File: src/rtl/inst_fetch_stage_pkg.sv
// -----------------------------------------------------------------------------
// inst_fetch_stage_pkg
//   Shared definitions for the IF stage and the next-PC logic that feeds it:
//   reset/NOP constants, fetch FSM encoding, next-PC operation codes and the
//   output-buffer entry layout.
// -----------------------------------------------------------------------------
package inst_fetch_stage_pkg;

    // Fetch PC after reset and the word presented to ID when nothing is buffered.
    localparam logic [31:0] RESET_PC = 32'h1c00_0000;
    localparam logic [31:0] INST_NOP = 32'h0340_0000;

    // Fetch handshake FSM.
    typedef enum logic [1:0] {
        S_REQ    = 2'd0,   // may issue a request
        S_WAIT   = 2'd1,   // request accepted, response pending
        S_CANCEL = 2'd2    // response pending but made stale by a redirect
    } fetch_state_t;

    // Next-PC operation select used by the next-PC logic upstream of this stage.
    typedef enum logic [1:0] {
        NPC_HOLD   = 2'd0,
        NPC_SEQ    = 2'd1,
        NPC_BRANCH = 2'd2,
        NPC_EXCEPT = 2'd3
    } npc_op_t;

    // One entry of the IF->ID output buffer.
    typedef struct packed {
        logic        valid;
        logic [31:0] pc;
        logic [31:0] inst;
    } if_entry_t;

endpackage

File: src/rtl/inst_fetch_stage_if.sv
// -----------------------------------------------------------------------------
// inst_fetch_stage_if
//   Split address/data instruction-memory handshake.
//     inst_req     : request valid (fetch stage -> memory)
//     inst_addr    : request address (fetch stage -> memory)
//     inst_addr_ok : request accepted this cycle (memory -> fetch stage)
//     inst_data_ok : response valid this cycle (memory -> fetch stage)
//     inst_rdata   : response instruction word (memory -> fetch stage)
//   master = fetch stage, slave = instruction memory.
// -----------------------------------------------------------------------------
interface inst_fetch_stage_if;

    logic        inst_req;
    logic [31:0] inst_addr;
    logic        inst_addr_ok;
    logic        inst_data_ok;
    logic [31:0] inst_rdata;

    modport master (
        output inst_req,
        output inst_addr,
        input  inst_addr_ok,
        input  inst_data_ok,
        input  inst_rdata
    );

    modport slave (
        input  inst_req,
        input  inst_addr,
        output inst_addr_ok,
        output inst_data_ok,
        output inst_rdata
    );

endinterface

File: src/rtl/inst_fetch_stage_if_out_buffer.sv
// -----------------------------------------------------------------------------
// if_out_buffer
//   One-entry IF->ID buffer holding {valid, pc, inst}.
//     clk, rst  : clock, synchronous active-high reset
//     flush     : discard contents (wins over a simultaneous write)
//     drain     : ID takes the entry this cycle
//     wr_en     : load {wr_pc, wr_inst}; a write together with a drain keeps
//                 the new entry valid
//     buf_valid : entry present
//     buf_pc    : entry PC, zero when empty
//     buf_inst  : entry word, INST_NOP when empty
// -----------------------------------------------------------------------------
module if_out_buffer #(
    parameter logic [31:0] INST_NOP = inst_fetch_stage_pkg::INST_NOP
) (
    input  logic        clk,
    input  logic        rst,
    input  logic        flush,
    input  logic        drain,
    input  logic        wr_en,
    input  logic [31:0] wr_pc,
    input  logic [31:0] wr_inst,
    output logic        buf_valid,
    output logic [31:0] buf_pc,
    output logic [31:0] buf_inst
);
    import inst_fetch_stage_pkg::*;

    if_entry_t entry;

    always_ff @(posedge clk) begin
        if (rst) begin
            entry <= '0;
        end else if (flush) begin
            entry.valid <= 1'b0;
        end else if (wr_en) begin
            entry <= '{valid: 1'b1, pc: wr_pc, inst: wr_inst};
        end else if (drain) begin
            entry.valid <= 1'b0;
        end
    end

    // Mask stale payload so ID only ever sees a NOP at PC 0 when empty.
    always_comb begin
        buf_valid = entry.valid;
        buf_pc    = entry.valid ? entry.pc   : '0;
        buf_inst  = entry.valid ? entry.inst : INST_NOP;
    end

endmodule

File: src/rtl/inst_fetch_stage.sv
// -----------------------------------------------------------------------------
// inst_fetch_stage
//   IF stage of the in-order pipeline. Holds the fetch PC (reloaded from npc
//   every cycle), issues at most one outstanding instruction request, drops
//   responses made stale by a redirect and hands fetched words to ID through
//   a one-entry buffer.
//     clk, rst         : clock, synchronous active-high reset
//     npc              : next PC from the next-PC logic
//     redirect         : flush this cycle; npc carries the target
//     stall            : ID cannot accept an instruction this cycle
//     mem              : instruction-memory handshake (master side)
//     pc               : current fetch PC
//     req_inst_success : one-cycle pulse when a fetched word enters the buffer
//     if_valid/if_pc/if_inst : buffered instruction for ID
// -----------------------------------------------------------------------------
module inst_fetch_stage #(
    parameter logic [31:0] RESET_PC = inst_fetch_stage_pkg::RESET_PC,
    parameter logic [31:0] INST_NOP = inst_fetch_stage_pkg::INST_NOP
) (
    input  logic                      clk,
    input  logic                      rst,
    input  logic [31:0]               npc,
    input  logic                      redirect,
    input  logic                      stall,
    inst_fetch_stage_if.master        mem,
    output logic [31:0]               pc,
    output logic                      req_inst_success,
    output logic                      if_valid,
    output logic [31:0]               if_pc,
    output logic [31:0]               if_inst
);
    import inst_fetch_stage_pkg::*;

    fetch_state_t state;
    fetch_state_t state_next;
    logic [31:0]  req_pc;
    logic         fetch_req;
    logic         buf_wr;
    logic         accept;

    assign mem.inst_req  = fetch_req;
    assign mem.inst_addr = pc;
    assign accept        = fetch_req && mem.inst_addr_ok;

    // PC register and FSM state.
    always_ff @(posedge clk) begin
        if (rst) begin
            pc     <= RESET_PC;
            state  <= S_REQ;
            req_pc <= '0;
        end else begin
            pc    <= npc;
            state <= state_next;
            if (accept) begin
                req_pc <= pc;
            end
        end
    end

    // Next-state and handshake outputs.
    always_comb begin
        state_next       = state;
        fetch_req        = 1'b0;
        req_inst_success = 1'b0;
        buf_wr           = 1'b0;
        case (state)
            S_REQ: begin
                // Gating by redirect keeps a redirect from ever coinciding
                // with an accept; gating by a full stalled buffer guarantees
                // every response has somewhere to land.
                fetch_req = !rst && !stall && !redirect && !(if_valid && stall);
                if (fetch_req && mem.inst_addr_ok) begin
                    state_next = S_WAIT;
                end
            end
            S_WAIT: begin
                if (mem.inst_data_ok) begin
                    if (!redirect) begin
                        buf_wr           = 1'b1;
                        req_inst_success = !rst;
                    end
                    state_next = S_REQ;
                end else if (redirect) begin
                    state_next = S_CANCEL;
                end
            end
            S_CANCEL: begin
                // The pending response belongs to the old path; swallow it.
                if (mem.inst_data_ok) begin
                    state_next = S_REQ;
                end
            end
            default: begin
                state_next = S_REQ;
            end
        endcase
    end

    if_out_buffer #(
        .INST_NOP (INST_NOP)
    ) u_out_buffer (
        .clk       (clk),
        .rst       (rst),
        .flush     (redirect),
        .drain     (!stall),
        .wr_en     (buf_wr),
        .wr_pc     (req_pc),
        .wr_inst   (mem.inst_rdata),
        .buf_valid (if_valid),
        .buf_pc    (if_pc),
        .buf_inst  (if_inst)
    );

endmodule

File: src/flat_wrapper.sv
// flat-port wrapper written by rule: the top's interface ports become plain ports
module inst_fetch_stage_flat import inst_fetch_stage_pkg::*;
#(
    parameter logic [31:0] RESET_PC = inst_fetch_stage_pkg::RESET_PC,
    parameter logic [31:0] INST_NOP = inst_fetch_stage_pkg::INST_NOP
)
  (clk, rst, npc, redirect, stall, pc, req_inst_success, if_valid, if_pc, if_inst, mem_inst_req, mem_inst_addr, mem_inst_addr_ok, mem_inst_data_ok, mem_inst_rdata);
  inst_fetch_stage_if mem_i ();
  input  logic clk;
  input  logic rst;
  input  logic [31:0] npc;
  input  logic redirect;
  input  logic stall;
  output logic [31:0] pc;
  output logic req_inst_success;
  output logic if_valid;
  output logic [31:0] if_pc;
  output logic [31:0] if_inst;
  output wire logic [$bits(mem_i.inst_req)-1:0] mem_inst_req;
  output wire logic [$bits(mem_i.inst_addr)-1:0] mem_inst_addr;
  input wire logic [$bits(mem_i.inst_addr_ok)-1:0] mem_inst_addr_ok;
  input wire logic [$bits(mem_i.inst_data_ok)-1:0] mem_inst_data_ok;
  input wire logic [$bits(mem_i.inst_rdata)-1:0] mem_inst_rdata;
  assign mem_inst_req = mem_i.inst_req;
  assign mem_inst_addr = mem_i.inst_addr;
  assign mem_i.inst_addr_ok = mem_inst_addr_ok;
  assign mem_i.inst_data_ok = mem_inst_data_ok;
  assign mem_i.inst_rdata = mem_inst_rdata;
  inst_fetch_stage #(.RESET_PC(RESET_PC), .INST_NOP(INST_NOP)) u_core (.clk(clk), .rst(rst), .npc(npc), .redirect(redirect), .stall(stall), .mem(mem_i), .pc(pc), .req_inst_success(req_inst_success), .if_valid(if_valid), .if_pc(if_pc), .if_inst(if_inst));
endmodule
File: config.mk
export PLATFORM = sky130hd
export DESIGN_NAME = inst_fetch_stage_flat
export DESIGN_NICKNAME = d
export VERILOG_FILES = /design/src/rtl/inst_fetch_stage_pkg.sv /design/src/rtl/inst_fetch_stage_if.sv /design/src/rtl/inst_fetch_stage_if_out_buffer.sv /design/src/rtl/inst_fetch_stage.sv /design/src/flat_wrapper.sv
export SDC_FILE = /design/constraint.sdc
export NUM_CORES = 1
export LEC_CHECK = 0
export BUFFER_PORTS_ARGS = -buffer_cell sky130_fd_sc_hd__clkbuf_2
export CAP_MARGIN = 20
export CORE_ASPECT_RATIO = 1.2
export CORE_MARGIN = 2
export CORE_UTILIZATION = 30
export CTS_CLUSTER_DIAMETER = 150
export DETAILED_ROUTE_END_ITERATION = 7
export GPL_TIMING_DRIVEN = 0
export PLACE_DENSITY_LB_ADDON = 0.25
export SLEW_MARGIN = 20
export SYNTH_ARGS = -nofsm -noshare
export SYNTH_HDL_FRONTEND = slang
export SYNTH_SLANG_ARGS = --single-unit
File: constraint.sdc
create_clock -name clk -period 2.1 [get_ports clk]
set_input_delay 0.63 -clock clk [delete_from_list [all_inputs] [get_ports clk]]
set_output_delay 0.63 -clock clk [all_outputs]
set_load 0.03 [all_outputs]
==> results.sh <==
export IMPL_antenna_found_initial=0
export IMPL_hold_viol=0
export IMPL_vias=4635
export IMPL_start_util_pct=30.6
export IMPL_crit_path_end_kind="primary output"
export IMPL_worst_slack_ps=-61.8
export IMPL_synth_edf_count=0
export IMPL_root_buffer="clkbuf_16"
export IMPL_layout_drive_gt1_share_pct=37.5
export IMPL_finalMaxSlewViolations=0
export IMPL_die_h_um=148
export IMPL_slew_headroom_pct=63.2
export IMPL_drt_wl_total_um=13800
export IMPL_die_w_um=124
export IMPL_worstPathRequired_ps=1470
export IMPL_cts_reportedPaths_clkPinSlew_ps=60
export IMPL_via_per_inst=4.36
export IMPL_dieArea_um2=18300
export IMPL_grt_overflow_total=0
export IMPL_firstDrtPassIters=4
export IMPL_finalPower_uw=6260
export IMPL_synthDominantCellAreaShare_pct=50.9
export IMPL_grt_pass1_wl_um=21800
export IMPL_cts_max_level=4
export IMPL_ir_drop_mv=0.488
export IMPL_ys_async_sr_fraction_pct=0
export IMPL_cellLeakagePower_uw=0.00315
export IMPL_path_max_fanout=6
export IMPL_maxCapViolations=0
export IMPL_drtIter0Drc=100
export IMPL_syn_area_um2=5160
export IMPL_synth_area_top_cells="dfxtp_1 51%, nand2_1 9.5%, a21oi_1 9.4%"
export IMPL_cp_arrival_ps=1530
export IMPL_n_antenna_cell=0
export IMPL_clkLatencyLatePin_ps=420
export IMPL_route_detailed_drc=0
export IMPL_ant_nets=0
export IMPL_yosys_most_used_dff="dfxtp_1"
export IMPL_grt_pass1_vias=4392
export IMPL_grt_max_degree=17
export IMPL_yosysSeqAreaShare_pct=50.9
export IMPL_violations="negative setup slack"
export IMPL_syn_to_final_growth_pct=43.6
export IMPL_tightestPinTransition_ps=552
export IMPL_clock_sinks=131
export IMPL_slowest_stage="or3_4"
export IMPL_timing_final_crit_share_pct=103
export IMPL_dp_cells=1027
export IMPL_nets=904
export IMPL_synth_area_per_cell_um2=8.44
export IMPL_wl_per_cell_um=13.0
export IMPL_finalSetupTns_ps=-61.8
export IMPL_routabilityCongestion=0.724
export IMPL_finalSetupViolations=1
export IMPL_crit_path_start_kind="primary input"
export IMPL_rows=52
export IMPL_synth_cell_type_count=24
export IMPL_crit_path_cell_trace="clkbuf_8 -> or3_4 -> nor3_4 -> buf_8"
export IMPL_yosysWarnings=0
export IMPL_post_route_min_period_ps=2160
export IMPL_p_per_area_nw_per_um2=845
export IMPL_portBuffers=200
export IMPL_hold_path_class="primary input to register"
export IMPL_critical_path_max_stage_delay_ps=430
export IMPL_cts_buffers=17
export IMPL_final_cells=1063
export IMPL_critPathKind="primary input to primary output"
export IMPL_hold_slack_ps=398
export IMPL_synth_common_cells="131 x dfxtp_1, 130 x nand2_1, 97 x a21oi_1"
export IMPL_syn_inst=611
export IMPL_max_freq_ghz=0.463
export IMPL_ys_seq_elements=131
export IMPL_synth_nets=681
export IMPL_status="complete, but fails checks"
export IMPL_cts_path_max_buffers=2
export IMPL_io_pins=201
export IMPL_hpwlAfterDp_um=9990
export IMPL_gr_usage_all_layers_pct=15.5
export IMPL_yosys_area_top_type="dfxtp_1"
export IMPL_rsz0062_at_grt="yes"
export IMPL_synth_most_common_cell="dfxtp_1"
export IMPL_skew_ps=8.11
export IMPL_core_area_um2=16900
export IMPL_cts_tree="built"
## cells by family (layout without fill, tap and decap cells)
| family | after synthesis | count (layout) | share of synthesized area [%] |
|---|---|---|---|
| buffers and inverters | 80 | 316 | 10.3 |
| AOI/OAI and AO/OA | 130 | 130 | 12.7 |
| and+or+nand+nor | 269 | 269 | 25.9 |
| DFF | 131 | 131 | 50.9 |
| muxes | 1 | 1 | 0.218 |
## worst paths after layout
path	start	to	slack [ps]	cells past startpoint
setup reg to reg	u_core.state[1]	u_core.req_pc[21]	410	7
setup / recovery	redirect	mem_inst_req	-60	4
hold reg to reg	u_core.req_pc[31]	u_core.u_out_buffer.entry[63]	440	2
hold / removal	npc[27]	u_core.mem.inst_addr[27]	400	2
## state kept, by name (all words and copies together), names as in the netlist
| signal | flops |
|---|---|
| u_core.req_pc | 32 |
| u_core.state | 2 |
| u_core.u_out_buffer.entry | 64 |
| u_core.u_out_buffer.buf_valid | 1 |
| u_core.mem.inst_addr | 32 |
## per-stage QoR
stage / util [%] / area (um^2) / setup slack (ps)
6_report: 43.9 / 7400 / -61.8
5_1_grt: 43.9 / 7400 / -107
4_1_cts: 43.8 / 7390 / -101
3_5_place_dp: 38.3 / 6450 / -320
3_3_place_gp: 38.3 / 6450 / -306
2_1_floorplan: - / 5170 / -57.5
## what timing repair did
item                                   in CTS  in global routing
endpoints found under the hold margin       0                  0
gates resized for setup                    76                 41
buffers inserted                            6                  0
cloned                                      0                  0
hold buffers                                0                  0
pin swaps                                   2                  1
setup endpoints to repair                  56                 34
## area by class of cell
| class | instances | area [um^2] |
|---|---|---|
| Sequential cell | 131 | 2630 |
| Tap cell | 216 | 270 |
| Buffer | 78 | 574 |
| Timing Repair Buffer | 206 | 1250 |
| Clock inverter | 11 | 174 |
| Fill cell | 1764 | 9450 |
| Multi-Input combinational cell | 400 | 2030 |
| Clock buffer | 21 | 470 |
## per-layer routing
metal / wire (um) / share of wire, % / up-vias / global-route usage, %
li1: - / - / 2407 / -
met1: 5980 / 43 / 2063 / 18.1
met2: 6720 / 49 / 150 / 26.6
met3: 922 / 6.7 / 15 / 4.86
met4: 198 / 1.4 / 0 / 5.45
met5: 0 / 0 / - / 0
## placed cells by master (no fill, tap or decap), types with 2 or more instances in the layout
| cell | n |
|---|---|
| o21ai_0 | 4 |
| nand2_1 | 130 |
| inv_6 | 2 |
| clkbuf_8 | 21 |
| and2_4 | 3 |
| dfxtp_1 | 128 |
| buf_4 | 55 |
| clkbuf_1 | 14 |
| nand2b_1 | 4 |
| nor3_1 | 2 |
| buf_2 | 23 |
| bufinv_16 | 4 |
| or2_2 | 3 |
| and2_1 | 58 |
| clkinvlp_4 | 3 |
| nand3_1 | 32 |
| o21ai_1 | 28 |
| clkbuf_4 | 12 |
| buf_6 | 10 |
| dfxtp_4 | 2 |
| nor2b_1 | 29 |
| a21oi_1 | 97 |
| clkbuf_2 | 151 |
| clkbuf_16 | 18 |
## power breakdown
part | total (uW) | switching (uW) | internal (uW)
clock network | 3200 | 1110 | 2090
logic | 494 | 305 | 190
registers | 2570 | 36.3 | 2530
total | 6260 | 1450 | 4810
## worst max-delay path, delay by kind of cell
kind | cells | cell delay [ps]
buffers and inverters | 2 | 280
and+or+nand+nor | 2 | 620
Note: power is estimated with default switching activity, not from simulation.
